File: src/rtl/vga_pkg.sv
`default_nettype none
// ============================================================================
// Package : vga_pkg
// Brief   : 640x480@60Hz timing constants, frame-buffer address layout and
//           the coordinate-to-address helper shared by the VGA generator.
// Rev     : 1.0 - initial release
// ============================================================================
package vga_pkg;

  // Default pixel-clock divider (100 MHz system clock -> 25 MHz pixels).
  localparam int DEF_CLK_DIV = 4;

  // Horizontal timing in pixels.
  localparam int DEF_H_VISIBLE = 640;
  localparam int DEF_H_FP      = 16;
  localparam int DEF_H_SYNC    = 96;
  localparam int DEF_H_BP      = 48;
  localparam int DEF_H_TOTAL   = DEF_H_VISIBLE + DEF_H_FP + DEF_H_SYNC + DEF_H_BP;

  // Vertical timing in lines.
  localparam int DEF_V_VISIBLE = 480;
  localparam int DEF_V_FP      = 10;
  localparam int DEF_V_SYNC    = 2;
  localparam int DEF_V_BP      = 33;
  localparam int DEF_V_TOTAL   = DEF_V_VISIBLE + DEF_V_FP + DEF_V_SYNC + DEF_V_BP;

  // Sync pulse boundaries (inclusive) derived from the default timing.
  localparam int DEF_H_SYNC_START = DEF_H_VISIBLE + DEF_H_FP;
  localparam int DEF_H_SYNC_END   = DEF_H_SYNC_START + DEF_H_SYNC - 1;
  localparam int DEF_V_SYNC_START = DEF_V_VISIBLE + DEF_V_FP;
  localparam int DEF_V_SYNC_END   = DEF_V_SYNC_START + DEF_V_SYNC - 1;

  // Counter width and frame-buffer address layout: {Y[6:0], X[7:0]}.
  localparam int CNT_W          = 10;
  localparam int FB_X_W         = 8;
  localparam int FB_Y_W         = 7;
  localparam int FB_ADDR_W      = FB_Y_W + FB_X_W;
  localparam int FB_SCALE_SHIFT = 2;

  typedef logic [CNT_W-1:0] cnt_t;

  typedef struct packed {
    logic [FB_Y_W-1:0] y;
    logic [FB_X_W-1:0] x;
  } fb_addr_t;

  // Map a screen coordinate to the 4x-downscaled frame-buffer address.
  // Off-screen coordinates saturate to the last column/row so the address
  // never aliases (V[8:2] alone would wrap back to small rows in blanking).
  function automatic fb_addr_t fb_addr(input cnt_t h, input cnt_t v,
                                       input cnt_t h_vis, input cnt_t v_vis);
    fb_addr_t a;
    a.x = (h < h_vis) ? h[FB_X_W+1:FB_SCALE_SHIFT]
                      : FB_X_W'((h_vis >> FB_SCALE_SHIFT) - cnt_t'(1));
    a.y = (v < v_vis) ? v[FB_Y_W+1:FB_SCALE_SHIFT]
                      : FB_Y_W'((v_vis >> FB_SCALE_SHIFT) - cnt_t'(1));
    return a;
  endfunction

endpackage
`default_nettype wire

File: src/rtl/vga_pixel_counter.sv
`default_nettype none
// ============================================================================
// Module : vga_pixel_counter
// Brief  : Pixel-clock divider plus horizontal/vertical scan counters.
//          Emits the pixel tick, the current (H,V) and a one-cycle wrap pulse
//          on the tick that moves the scan from the last pixel back to (0,0).
// Rev    : 1.0 - initial release
// ============================================================================
module vga_pixel_counter
  import vga_pkg::*;
#(
  parameter int CLK_DIV = DEF_CLK_DIV,
  parameter int H_TOTAL = DEF_H_TOTAL,
  parameter int V_TOTAL = DEF_V_TOTAL
) (
  input  logic             clk,
  input  logic             rst_n,
  output logic             pix_tick,
  output logic [CNT_W-1:0] h,
  output logic [CNT_W-1:0] v,
  output logic             wrap
);

  localparam int               DIV_W    = $clog2(CLK_DIV);
  localparam logic [DIV_W-1:0] DIV_LAST = DIV_W'(CLK_DIV - 1);
  localparam cnt_t             H_LAST   = cnt_t'(H_TOTAL - 1);
  localparam cnt_t             V_LAST   = cnt_t'(V_TOTAL - 1);

  logic [DIV_W-1:0] div;
  logic             h_last;
  logic             v_last;

  assign pix_tick = (div == DIV_LAST);
  assign h_last   = (h == H_LAST);
  assign v_last   = (v == V_LAST);
  assign wrap     = pix_tick && h_last && v_last;

  // Divider: counts 0..CLK_DIV-1, the last count marks the pixel boundary.
  always_ff @(posedge clk or negedge rst_n) begin
    if (!rst_n) begin
      div <= '0;
    end else if (pix_tick) begin
      div <= '0;
    end else begin
      div <= div + DIV_W'(1);
    end
  end

  // Scan counters: H advances each pixel, V advances when H wraps.
  always_ff @(posedge clk or negedge rst_n) begin
    if (!rst_n) begin
      h <= '0;
      v <= '0;
    end else if (pix_tick) begin
      if (h_last) begin
        h <= '0;
        if (v_last) begin
          v <= '0;
        end else begin
          v <= v + cnt_t'(1);
        end
      end else begin
        h <= h + cnt_t'(1);
      end
    end
  end

endmodule
`default_nettype wire

File: src/rtl/vga_sig_gen.sv
`default_nettype none
// ============================================================================
// Module : vga_sig_gen
// Brief  : VGA timing generator reading a 160x120 1-bit frame buffer,
//          upscaled 4x, with per-frame latched foreground/background colours.
//          Optional feature macro: VGA_BORDER_EN (forces a white 1-pixel
//          border around the visible area as a screen-alignment aid).
// Rev    : 1.0 - initial release
// ============================================================================
module vga_sig_gen
  import vga_pkg::*;
#(
  parameter int CLK_DIV   = DEF_CLK_DIV,
  parameter int H_VISIBLE = DEF_H_VISIBLE,
  parameter int H_FP      = DEF_H_FP,
  parameter int H_SYNC    = DEF_H_SYNC,
  parameter int H_BP      = DEF_H_BP,
  parameter int V_VISIBLE = DEF_V_VISIBLE,
  parameter int V_FP      = DEF_V_FP,
  parameter int V_SYNC    = DEF_V_SYNC,
  parameter int V_BP      = DEF_V_BP
) (
  input  logic                 CLK,
  input  logic                 RESET,
  input  logic [15:0]          CONFIG_COLOURS,
  input  logic                 VGA_DATA,
  output logic [FB_ADDR_W-1:0] VGA_ADDR,
  output logic                 VGA_HS,
  output logic                 VGA_VS,
  output logic [7:0]           VGA_COLOUR,
  output logic                 FRAME_START
);

  localparam int   H_TOTAL  = H_VISIBLE + H_FP + H_SYNC + H_BP;
  localparam int   V_TOTAL  = V_VISIBLE + V_FP + V_SYNC + V_BP;
  localparam cnt_t H_VIS    = cnt_t'(H_VISIBLE);
  localparam cnt_t V_VIS    = cnt_t'(V_VISIBLE);
  localparam cnt_t HS_START = cnt_t'(H_VISIBLE + H_FP);
  localparam cnt_t HS_END   = cnt_t'(H_VISIBLE + H_FP + H_SYNC - 1);
  localparam cnt_t VS_START = cnt_t'(V_VISIBLE + V_FP);
  localparam cnt_t VS_END   = cnt_t'(V_VISIBLE + V_FP + V_SYNC - 1);

  logic        pix_tick;
  logic        wrap;
  cnt_t        h;
  cnt_t        v;
  fb_addr_t    addr_q;
  logic [15:0] colours_q;
  logic        visible;
  logic        hs_next;
  logic        vs_next;
  logic [7:0]  colour_next;

  vga_pixel_counter #(
    .CLK_DIV (CLK_DIV),
    .H_TOTAL (H_TOTAL),
    .V_TOTAL (V_TOTAL)
  ) u_counter (
    .clk      (CLK),
    .rst_n    (RESET),
    .pix_tick (pix_tick),
    .h        (h),
    .v        (v),
    .wrap     (wrap)
  );

  // Frame-buffer read address, refreshed every clock from the live counters.
  always_ff @(posedge CLK or negedge RESET) begin
    if (!RESET) begin
      addr_q <= '0;
    end else begin
      addr_q <= fb_addr(h, v, H_VIS, V_VIS);
    end
  end

  assign VGA_ADDR = addr_q;

  // Colours only change at the frame wrap so a frame is never drawn in two palettes.
  always_ff @(posedge CLK or negedge RESET) begin
    if (!RESET) begin
      colours_q <= 16'h0000;
    end else if (wrap) begin
      colours_q <= CONFIG_COLOURS;
    end
  end

  // One-clock frame marker aligned with the wrap edge.
  always_ff @(posedge CLK or negedge RESET) begin
    if (!RESET) begin
      FRAME_START <= 1'b0;
    end else begin
      FRAME_START <= wrap;
    end
  end

  assign visible = (h < H_VIS) && (v < V_VIS);

`ifdef VGA_BORDER_EN
  logic on_border;
  assign on_border = (h == '0) || (h == H_VIS - cnt_t'(1)) ||
                     (v == '0) || (v == V_VIS - cnt_t'(1));
`endif

  // Decode sync and colour for the pixel currently held by the counters.
  always_comb begin
    hs_next     = !((h >= HS_START) && (h <= HS_END));
    vs_next     = !((v >= VS_START) && (v <= VS_END));
    colour_next = 8'h00;
    if (visible) begin
      colour_next = VGA_DATA ? colours_q[15:8] : colours_q[7:0];
`ifdef VGA_BORDER_EN
      if (on_border) begin
        colour_next = 8'hFF;
      end
`endif
    end
  end

  // Output stage: all three outputs share a one-pixel latency. VGA_DATA has
  // settled by the tick because address and buffer each take one clock.
  always_ff @(posedge CLK or negedge RESET) begin
    if (!RESET) begin
      VGA_HS     <= 1'b1;
      VGA_VS     <= 1'b1;
      VGA_COLOUR <= 8'h00;
    end else if (pix_tick) begin
      VGA_HS     <= hs_next;
      VGA_VS     <= vs_next;
      VGA_COLOUR <= colour_next;
    end
  end

endmodule
`default_nettype wire
File: config.mk
export PLATFORM = sky130hd
export DESIGN_NAME = vga_sig_gen
export DESIGN_NICKNAME = d
export VERILOG_FILES = /design/src/rtl/vga_pkg.sv /design/src/rtl/vga_pixel_counter.sv /design/src/rtl/vga_sig_gen.sv
export SDC_FILE = /design/constraint.sdc
export NUM_CORES = 1
export LEC_CHECK = 0
export ABC_AREA = 1
export ABC_CLOCK_PERIOD_IN_PS = 1600
export CAP_MARGIN = 20
export CORE_MARGIN = 1.5
export CORE_UTILIZATION = 45
export DETAILED_ROUTE_END_ITERATION = 6
export PLACE_DENSITY = 0.8
export SLEW_MARGIN = 20
export SYNTH_ARGS = -nofsm -noshare
export SYNTH_HDL_FRONTEND = slang
export SYNTH_SLANG_ARGS = --single-unit
export TNS_END_PERCENT = 100
File: constraint.sdc
create_clock -name CLK -period 1.6 [get_ports CLK]
set_input_delay 0.4 -clock CLK [delete_from_list [all_inputs] [get_ports CLK]]
set_output_delay 0.4 -clock CLK [all_outputs]
set_load 0.02 [all_outputs]
## Word-level counts from Yosys, hierarchy flattened

Cells that the tools add are included.

- $add $sub $neg: 3
- $lt $le $gt $ge: 6
- Equality and inequality tests: 3
- Muxes and demuxes: 7
- Reduce and logical (&&, ||, !) cells: 8

Operator list:

| operator | number |
|---|---|
| 2-to-1 mux 8 bit | 3 |
| adder 10 x 1 -> 10 bit (second input constant) | 2 |
| == test 10 bit (second input constant) | 2 |
| 2-to-1 mux 10 bit | 2 |
| greater-or-equal comparator 10 bit (second input constant) | 1 |
| greater-or-equal comparator 10 x 9 -> 1 bit (second input constant) | 1 |
| less-or-equal comparator 10 bit (second input constant) | 1 |
| less-or-equal comparator 10 x 9 -> 1 bit (second input constant) | 1 |
| less-than comparator 10 bit (second input constant) | 1 |
| less-than comparator 10 x 9 -> 1 bit (second input constant) | 1 |
| 2-to-1 mux 7 bit | 1 |
| logical AND 1 bit | 5 |
| adder 2 x 1 -> 2 bit (second input constant) | 1 |
| == test 2 bit (second input constant) | 1 |
| logical NOT 1 bit | 2 |
| 2-to-1 mux 2 bit | 1 |
| AND reduction 2 bit | 1 |

- Register bits after elaboration: 64
- Bits of input ports: 19
- Output and inout bits: 26
- Logic and storage cells: 37

## Logic depth before layout (Yosys ltp)

Gate-level depths: netlist (run 1).

- Depth in word-level cells: 3
- Depth in mapped cells: 10
- Depth with buffers taken out: 8

## Modules after synthesis

From an unflattened synthesis (run 1), not the netlist that was laid out.

- Cells, all modules: 332
- Area total of the unflattened synthesis: 3079.2 sq um

Modules (own cells, without submodules):

| module | times used | cells each | area each (sq um) | sequential area each (sq um) |
|---|---|---|---|---|
| vga_sig_gen | 1 | 166 | 1784.2 | 1053.5 |
| vga_pixel_counter | 1 | 166 | 1295.0 | 550.5 |

## Worst setup path before layout (run 1)

No wires, ideal clock.

- Path type: reg2reg
- Start: register u_counter.h[0]
- End: register colours_q[14]
- Data arrival time: 1356 ps
- Data required time: 1484 ps
- Setup slack: 128 ps
- Cell stages (with the launch flop): 10
- Buffers on the path: 1
- Cells stage by stage: dfrtp_1 > ha_1 > inv_1 > nor2_4 > nand4_4 > nor2_8 > nand2_4 > buf_6 > nand2_1 > nand2_1

- Cells in the longest elaborated chain, start to end: 3

Ends and longest elaborated chain:

| item | RTL line | source |
|---|---|---|
| start: declaration | vga_pixel_counter.sv:19 | `output logic [CNT_W-1:0] h,` |
| start signal: assignment | vga_pixel_counter.sv:63 | `h <= h + cnt_t'(1);` |
| == test 10 bit | vga_pixel_counter.sv:34 | `assign h_last = (h == H_LAST);` |
| logical AND 1 bit (2 in series) | vga_pixel_counter.sv:36 | `assign wrap = pix_tick && h_last && v_last;` |
| end signal: assignment | vga_sig_gen.sv:81 | `colours_q <= 16'h0000;` |
| end signal: assignment | vga_sig_gen.sv:83 | `colours_q <= CONFIG_COLOURS;` |
| end: declaration | vga_sig_gen.sv:48 | `logic [15:0] colours_q;` |

Every way passes these cells.
A chain may end at the register's enable or synchronous reset.

## Worst setup path in the final report (run 1)

- Start: register u_counter.h[0]
- End: register colours_q[4]

The elaborated chain is that of the path after synthesis.

==> impl_metrics.py, run 1 <==
metrics = {
    "run_status": {
        "status": "completed",
    },
    "detailed_routing": {
        "via_count": 2353,
        "drt_iter0_drc": 156,
        "postRouteAntennaNets": 0,
        "drc": 0,
        "first_pass_iters": 4,
        "via_per_inst": 4.91,
        "routedWlPerCell_um": 12.4,
        "drt_wl_total_um": 5920,
    },
    "sta": {
        "timing.final.crit_period_ns": 1.53,
        "setup_viol": 0,
        "setup-tns-final_ns": 0,
        "fin_skew_ns": 0.00650,
        "finalCritPeriodShare_pct": 95.8,
        "tightest_slew_ns": 0.328,
        "final_max_slew_viol_count": 0,
        "finalHoldViolCount": 0,
        "fmax_mhz": 652,
        "max_slew_margin_pct": 78.1,
    },
    "finish": {
        "layout_common_cells": "nand2_1 (100), dfrtp_1 (61), inv_1 (28)",
        "area_growth_pct": 27.3,
        "layout_commonest_cell": "nand2_1",
        "nets": 421,
        "fin_cells": 479,
        "diodes": 0,
        "drive_above_1_share_pct": 17.9,
    },
    "power_and_ir_drop": {
        "pwr_density_cell_nw_per_um2": 814,
        "p_leak_nw": 1.92,
        "swShare_pct": 20.1,
        "p_comb_share_pct": 2.8,
        "power_switching_mw": 0.621,
        "ir_worst_vdd_mv": 0.902,
        "power.share.sequential_pct": 52.5,
        "p_clk_share_pct": 44.7,
        "intPower_mw": 2.46,
    },
    "worst_setup_path": {
        "cp_slowest_cell": "dfrtp_1",
        "cpMostUsedCell": "nand2_1",
        "worst_setup_path_start_kind": "flip-flop",
        "cp_max_fo": 16,
        "worstPathArrival_ns": 1.77,
        "path_cells": "ha_1, inv_1, nor2_4, nand4_4, nor2_8, nand2_4, nand2_1, nand2_1",
        "critPathKind": "reg2reg",
        "worstSetupEndpointType": "flip-flop",
        "critPathMaxStageDelay_ns": 0.39,
        "crit_family": "simple AND/OR/NAND/NOR gates",
        "crit_required_ns": 1.84,
        "worstPathBufferInverterCount": 1,
    },
    "synth": {
        "netlist_instances": 329,
        "yosysTopAreaCellShare_pct": 52.1,
        "synth_nets": 353,
        "synth_largest_area_cell": "dfrtp_1",
        "synth_seq_cells": 64,
        "ys_types": 35,
        "synth.yosys.seq_area_share_pct": 53.9,
        "synth.area.top_cells": "dfrtp_1 (52%), nand2_1 (13%), inv_1 (3.5%)",
        "yosysWarnings": 0,
        "avgSynthCellArea_um2": 9.05,
        "syn_area_um2": 2980,
    },
    "place": {
        "gp_congestion": 0.903,
        "portBuffers": 44,
        "hpwl_um": 4090,
        "dp_cells": 452,
    },
    "clock_network": {
        "clkSlewWorstSetupHoldPaths_ns": 0.06,
        "insertion_delay_ns": 0.34,
        "cts_buffers": 9,
        "htree_num_levels": 3,
        "cts_tree": "done",
        "clockBufferDepth": 2,
        "cts.sinks": 64,
        "cts_hold_buf": 0,
        "root_buffer": "clkbuf_8",
    },
    "floorplanning": {
        "io_pins": 45,
        "fp.dieArea_um2": 7110,
        "rows": 29,
        "core_um2": 6390,
        "start_util_pct": 46.6,
        "die_y_um": 84.3,
        "die_x_um": 84.3,
    },
    "global_route": {
        "antenna_found_initial": 0,
        "grt_pass1_vias": 2212,
        "grt_pass1_wl_um": 10000,
        "grtUsageTotal_pct": 18.0,
        "grt.overflow.total": 0,
        "grt_max_degree": 65,
    },
    "hold_path": {
        "hp-class": "in2async",
    },
    "run": {
        "drv_cap": 0,
    },
}
[cells in the mapped netlist]
library cell / n
o21bai_1: 1
nor2_1: 27
nand2_1: 100
o21ai_0: 20
xnor2_1: 1
nand4_1: 4
clkbuf_1: 3
o21ai_1: 2
buf_12: 1
nor2_2: 3
nand3_1: 16
ha_1: 5
nor3_1: 2
inv_2: 4
dfrtp_1: 62
nor2_4: 3
inv_1: 28
buf_1: 1
or2_2: 2
nor3_4: 1
a21boi_0: 1
nand2_2: 10
nor3b_1: 1
nor4_1: 1
buf_2: 2
dfstp_2: 2
nand2_4: 1
buf_4: 2
buf_6: 1
a21oi_1: 2
xor2_1: 7
nand3_2: 1
nand4_4: 2
o31ai_1: 8
nor2_8: 2
[metal layers]
metal  vias up  wire length (µm)  GRT usage [%]
met5         -                 0              0
met1      1093              2620           22.9
met4         0               107           7.77
li1       1174                 -              -
met2        74              2840           27.7
met3        12               357           6.88
[power groups by stage]
| stage | combinational (mW) | clock, mW | sequential (mW) |
|---|---|---|---|
| 2_1_floorplan | 0.00448 | 0 | 1.65 |
| 3_3_place_gp | 0.0888 | 0 | 1.65 |
| 3_5_place_dp | 0.0900 | 0 | 1.65 |
| 4_1_cts | 0.0902 | 1.42 | 1.62 |
| 5_1_grt | 0.101 | 1.50 | 1.62 |
| 6_report | 0.0874 | 1.38 | 1.62 |
[per-stage QoR]
step                hold slack (ns)  utilization, %  power, mW  cell area, µm²  worst slack [ns]
global route                 0.0872            59.3       3.22            3790           -0.0187
CTS                          0.0581            58.3       3.13            3720           0.00961
detailed placement            0.419            55.4       1.74            3540          -0.00314
finish                       0.0648            59.3       3.08            3790            0.0668
floorplan                     0.104               -       1.65            2980             0.128
global placement              0.416            55.4       1.74            3540            0.0647
[cell type report]
cell class | instances | area, µm²
Clock buffer | 13 | 159
Clock inverter | 3 | 40.0
Fill cell | 566 | 2600
Inverter | 32 | 120
Multi-Input combinational cell | 223 | 1180
Sequential cell | 64 | 1610
Tap cell | 77 | 96.3
Timing Repair Buffer | 67 | 587
[path summary, 6_finish.rpt]
path                                            start                    endpoint  slack (ns)  cells past startpoint
setup / recovery           u_counter.h[0]$_DFFE_PN0P_    colours_q[4]$_DFFE_PN0P_        0.07                      8
hold / removal                                  RESET       VGA_ADDR[1]$_DFF_PN0_        0.06                      2
setup reg to reg           u_counter.h[0]$_DFFE_PN0P_    colours_q[4]$_DFFE_PN0P_        0.07                      8
hold reg to reg            u_counter.div[0]$_DFF_PN0_  u_counter.div[0]$_DFF_PN0_        0.42                      1
max in group asynchronous                       RESET          VGA_VS$_DFFE_PN1P_        1.22                      2
min in group CLK           u_counter.div[0]$_DFF_PN0_  u_counter.div[0]$_DFF_PN0_        0.42                      1
[cell families (layout without fill, tap and decap cells)]
logic type,Yosys count,count (layout),synth area share [%]
xor+xnor,8,8,2.35
buf+inv,42,115,6.43
flops,64,64,53.9
compound gates,34,34,6.56
simple gates,176,176,28.7
fa+ha+maj,5,5,2.10
[registers in the layout, indices dropped and copies added (netlist names)]
| name | flops |
|---|---|
| VGA_ADDR | 15 |
| VGA_VS | 1 |
| u_counter.div | 2 |
| u_counter.h | 10 |
| VGA_COLOUR | 8 |
| VGA_HS | 1 |
| FRAME_START | 1 |
| colours_q | 16 |
| u_counter.v | 10 |
[what timing repair did]
item,4_1_cts,5_1_grt
resized for setup,29,2
pin swaps,1,3
buffers inserted,2,9
setup endpoints to repair,27,20
No activity file was read; power rests on OpenSTA's default activity.
==> run 2: changes to the inputs <==
Settings changed: CORE_MARGIN 1.5 to default.
==> run 2 against run 1 <==
Cell area up 0.13%. Wire length down 3.9%. Utilization up 0.42 points. First-iteration DRC count down 29%. Via count down 2.7%. Critical path type is now reg2out.
==> impl_metrics.py, run 2 (synthesized netlist as in run 1, its figures left out) <==
metrics = {
    "place": {
        "hpwl_um": 4190,
        "gp_congestion": 0.840,
        "placed_area_um2": 3580,
        "portBuffers": 44,
    },
    "finish": {
        "layout_commonest_cell": "nand2_1",
        "final_area_um2": 3790,
        "area_growth_pct": 27.4,
        "diodes": 0,
        "regMostFlops": "colours_q",
        "nets": 422,
        "largest_reg_flops": 16,
        "layout_common_cells": "nand2_1 (100), dfrtp_1 (62), inv_1 (27), nor2_1 (27), dlygate4sd2_1 (24)",
        "nFillCells": 540,
        "drive_above_1_share_pct": 17.2,
    },
    "worst_setup_path": {
        "worst_setup_path_start_kind": "flip-flop",
        "cp_max_fo": 2,
        "critPathKind": "reg2out",
        "path_cells": "clkdlybuf4s15_1",
        "crit_required_ns": 1.20,
        "critPathMaxStageDelay_ns": 0.52,
        "worstPathBufferInverterCount": 1,
        "cp_slowest_cell": "dfstp_2",
        "worstPathArrival_ns": 1.15,
        "crit_family": "flip-flops",
        "worstSetupEndpointType": "output pin",
    },
    "detailed_routing": {
        "drc": 0,
        "postRouteAntennaNets": 0,
        "first_pass_iters": 4,
        "met3_length_um": 288,
        "dr.max_layer_used": "met4",
        "routedWlPerCell_um": 11.9,
        "via_per_inst": 4.78,
        "wl_met1_um": 2580,
        "via_count": 2289,
        "wl_met2_um": 2720,
        "drt_iter0_drc": 110,
        "drt_wl_total_um": 5690,
    },
    "sta": {
        "setup-tns-final_ns": 0,
        "fin_skew_ns": 0.0101,
        "max_slew_margin_pct": 76.2,
        "setup_viol": 0,
        "fmax_mhz": 645,
        "timing.final.crit_period_ns": 1.55,
        "finalHoldViolCount": 0,
        "finalCritPeriodShare_pct": 96.9,
        "tightest_slew_ns": 0.357,
        "final_max_slew_viol_count": 0,
    },
    "global_route": {
        "grtUsageTotal_pct": 18.6,
        "grt_pass1_wl_um": 10000,
        "grt.overflow.total": 0,
        "antenna_found_initial": 0,
        "grt_pass1_vias": 2257,
        "grt_max_degree": 26,
    },
    "floorplanning": {
        "start_util_pct": 46.9,
        "die_x_um": 83.3,
        "core_um2": 6350,
        "io_pins": 45,
        "die_y_um": 83.3,
        "fp.dieArea_um2": 6940,
        "rows": 29,
    },
    "run": {
        "drv_cap": 0,
    },
    "clock_network": {
        "root_buffer": "clkbuf_8",
        "cts_tree": "done",
        "clockBufferDepth": 2,
        "insertion_delay_ns": 0.34,
        "cts.sinks": 64,
        "htree_num_levels": 3,
        "cts_buffers": 9,
        "clkSlewWorstSetupHoldPaths_ns": 0.07,
    },
    "power_and_ir_drop": {
        "ir_worst_vdd_mv": 0.501,
        "p_leak_nw": 1.92,
        "pwr_density_cell_nw_per_um2": 780,
    },
    "hold_path": {
        "hp-class": "reg2reg",
    },
    "run_status": {
        "status": "completed",
    },
}
## run 2: worst paths after layout
| path | end | from | cells past startpoint | slack (ns) |
|---|---|---|---|---|
| worst max-delay path | VGA_VS | VGA_VS$_DFFE_PN1P_ | 1 | 0.05 |
| worst min-delay path | u_counter.div[0]$_DFF_PN0_ | u_counter.div[0]$_DFF_PN0_ | 1 | 0.43 |
| worst max register to register | colours_q[5]$_DFFE_PN0P_ | u_counter.h[0]$_DFFE_PN0P_ | 8 | 0.10 |
| worst min register to register | u_counter.div[0]$_DFF_PN0_ | u_counter.div[0]$_DFF_PN0_ | 1 | 0.43 |
| max in group asynchronous | VGA_ADDR[4]$_DFF_PN0_ | RESET | 3 | 0.55 |
| min in group asynchronous | colours_q[2]$_DFFE_PN0P_ | RESET | 2 | 0.49 |
## run 2: worst register-to-register path: cells and delay by family (launching register included)
| family | cells | cell delay (ns) |
|---|---|---|
| adders and majority gates | 1 | 0.18 |
| and+or+nand+nor | 6 | 0.74 |
| buffers and inverters | 1 | 0.07 |
| DFF | 1 | 0.40 |
## run 2: final cells by class
type | count | area [µm²] | area share [%]
sequential | 64 | 1600 | 42.3
multi-input combinational | 223 | 1180 | 31.2
timing repair buffer | 68 | 613 | 16.2
clock buffer | 15 | 176 | 4.65
inverter | 32 | 120 | 3.17
tap | 77 | 96.3 | 2.54
## run 2: report_power, final
part | internal [mW] | switching [mW]
registers | 1.62 | 0
logic | 0.0483 | 0.0449
clock network | 0.683 | 0.565
total | 2.35 | 0.610
## run 2: repair_timing
action	in CTS	in global routing
endpoints found under the setup margin	26	22
hold buffers	1	0
resized for setup	27	3
endpoints found under the hold margin	11	0
pin swaps	0	3
setup buffers	0	6
## run 2: per-stage QoR
stage / std cells / utilization, % / hold WS (ns) / power [mW] / setup WS [ns]
floorplan: 329 / - / 0.104 / 1.65 / 0.128
global placement: 457 / 56.3 / 0.319 / 1.74 / 0.100
detailed placement: 457 / 56.3 / 0.325 / 1.74 / 0.0694
CTS: 473 / 58.8 / 0.426 / 3.00 / 0.00262
global route: 479 / 59.7 / 0.485 / 3.09 / -0.00603
finish: 479 / 59.7 / 0.428 / 2.96 / 0.0495
## run 2: metal layers
| metal | up-vias | global-route usage [%] |
|---|---|---|
| li1 | 1179 | - |
| met1 | 1047 | 22.7 |
| met2 | 53 | 29.7 |
| met3 | 10 | 5.67 |
| met4 | 0 | 9.40 |
| met5 | - | 0 |
==> run 3: changes to the inputs <==
Settings changed: ABC_CLOCK_PERIOD_IN_PS 1600 to 1700, PLACE_DENSITY 0.8 to 0.77.
Clock period 1.6 ns to 1.7 ns, I/O delays scaled along.
==> run 3 against run 2 <==
Power grew 0.89%. Highest routed layer unchanged. First-iteration DRC count grew 15%. Clock skew shrank 0.0017 ns. Combinational power shrank 12%. Sequential share of layout area about the same. Cell area hardly changed.
==> impl_metrics.py, run 3 (synthesized netlist as in run 1, its figures left out) <==
metrics = {
    "power_and_ir_drop": {
        "p_clk_share_pct": 46.3,
        "p_leak_nw": 2.01,
        "intPower_mw": 2.40,
        "swShare_pct": 19.6,
        "p_comb_share_pct": 2.7,
        "ir_worst_vdd_mv": 0.450,
        "power.total_mw": 2.99,
        "power_switching_mw": 0.586,
        "pwr_density_cell_nw_per_um2": 787,
        "power.share.sequential_pct": 51.0,
    },
    "detailed_routing": {
        "via_per_inst": 4.78,
        "routedWlPerCell_um": 12.1,
        "drt_iter0_drc": 127,
        "first_pass_iters": 4,
        "postRouteAntennaNets": 0,
        "drc": 0,
        "via_count": 2247,
        "drt_wl_total_um": 5660,
    },
    "worst_setup_path": {
        "cp_max_fo": 1,
        "critPathKind": "reg2out",
        "crit_required_ns": 1.27,
        "worstPathBufferInverterCount": 1,
        "crit_family": "buffers and inverters",
        "worst_setup_path_start_kind": "flip-flop",
        "worstSetupEndpointType": "output pin",
        "worstPathArrival_ns": 1.24,
        "cp_slowest_cell": "clkdlybuf4s50_1",
        "path_cells": "clkdlybuf4s50_1",
        "critPathMaxStageDelay_ns": 0.59,
    },
    "floorplanning": {
        "fp.dieArea_um2": 6940,
        "die_y_um": 83.3,
        "io_pins": 45,
        "rows": 29,
        "die_x_um": 83.3,
        "start_util_pct": 46.9,
        "core_um2": 6350,
    },
    "place": {
        "placed_area_um2": 3510,
        "hpwl_um": 3900,
        "portBuffers": 44,
        "gp_congestion": 0.818,
    },
    "run_status": {
        "status": "completed",
    },
    "global_route": {
        "grtUsageTotal_pct": 17.8,
        "grt_pass1_vias": 2177,
        "grt.overflow.total": 0,
        "antenna_found_initial": 0,
        "grt_pass1_wl_um": 9740,
        "grt_max_degree": 65,
    },
    "finish": {
        "regMostFlops": "colours_q",
        "area_growth_pct": 27.5,
        "largest_reg_flops": 16,
        "layout_commonest_cell": "nand2_1",
        "nets": 412,
        "final_area_um2": 3790,
        "drive_above_1_share_pct": 15.8,
        "layout_common_cells": "nand2_1 (100), dfrtp_1 (62), inv_1 (28)",
        "final_util_pct": 59.8,
        "diodes": 0,
    },
    "clock_network": {
        "clockBufferDepth": 2,
        "insertion_delay_ns": 0.33,
        "clkSlewWorstSetupHoldPaths_ns": 0.06,
        "cts_buffers": 9,
        "cts.sinks": 64,
        "cts_tree": "done",
        "htree_num_levels": 3,
        "root_buffer": "clkbuf_8",
        "cts_hold_buf": 0,
    },
    "sta": {
        "max_slew_margin_pct": 78.4,
        "finalHoldViolCount": 0,
        "fin_skew_ns": 0.00843,
        "tightest_slew_ns": 0.324,
        "setup-tns-final_ns": 0,
        "fmax_mhz": 601,
        "hold_ws_ns": 0.0971,
        "rsz0062_at_grt": "false",
        "timing.final.crit_period_ns": 1.66,
        "final_max_slew_viol_count": 0,
        "finalCritPeriodShare_pct": 97.9,
        "setup_viol": 0,
    },
    "hold_path": {
        "hp-class": "in2async",
    },
    "run": {
        "drv_cap": 0,
    },
}
==> run 3: timing repair <==
| action | CTS | global route |
|---|---|---|
| buffers inserted | 0 | 5 |
| gates resized for setup | 13 | 14 |
| pin swaps | 0 | 4 |
| cloned | 0 | 1 |
| endpoints found under the setup margin | 13 | 29 |
==> run 3: metal layers <==
| metal | global-route usage [%] | part of all wire (%) | vias up |
|---|---|---|---|
| li1 | - | - | 1155 |
| met1 | 23.0 | 46 | 1033 |
| met2 | 28.2 | 48 | 51 |
| met3 | 3.38 | 3.8 | 8 |
| met4 | 9.72 | 1.7 | 0 |
| met5 | 0 | 0 | - |
==> run 3: path summary, 6_finish.rpt <==
check / startpoint / endpoint / slack, ns / cells past startpoint
worst max-delay path: VGA_ADDR[5]$_DFF_PN0_ / VGA_ADDR[5] / 0.04 / 1
worst min-delay path: RESET / VGA_ADDR[13]$_DFF_PN0_ / 0.1 / 2
worst max register to register: u_counter.h[0]$_DFFE_PN0P_ / colours_q[14]$_DFFE_PN0P_ / 0.11 / 8
worst min register to register: u_counter.div[0]$_DFF_PN0_ / u_counter.div[0]$_DFF_PN0_ / 0.44 / 1
max in group asynchronous: RESET / VGA_HS$_DFFE_PN1P_ / 1.30 / 2
min in group CLK: u_counter.div[0]$_DFF_PN0_ / u_counter.div[0]$_DFF_PN0_ / 0.44 / 1
==> run 3: through the flow <==
| step | setup slack [ns] | cells |
|---|---|---|
| 4_1_cts | 0.00277 | 464 |
| 6_report | 0.0364 | 470 |
| 5_1_grt | 0.00607 | 470 |
| 2_1_floorplan | 0.228 | 329 |
| 3_3_place_gp | 0.141 | 448 |
| 3_5_place_dp | 0.0301 | 448 |
==> run 3: final cells by class <==
class,count,area [µm²]
clock buffer,14,183
clock inverter,2,35.0
fill,550,2550
inverter,32,123
multi-input combinational,224,1190
sequential,64,1600
tap,77,96.3
timing repair buffer,57,559
==> run 3: power groups by stage <==
stage	clock (mW)	sequential (mW)	combinational, mW
after floorplan	0	1.55	0.00421
after global routing	1.47	1.52	0.0918
after detailed placement	0	1.55	0.0849
final	1.38	1.52	0.0817
after CTS	1.41	1.52	0.0850
after global placement	0	1.55	0.0845
==> run 3: worst reg2reg max path, stage by stage, from the launching register on <==
cell and delay, ns:
dfrtp_1 0.41, ha_1 0.19, inv_1 0.07, nor2_4 0.18
nand4_4 0.16, nor2_8 0.19, nand2_4 0.14, nand2_1 0.11
nand2_1 0.05
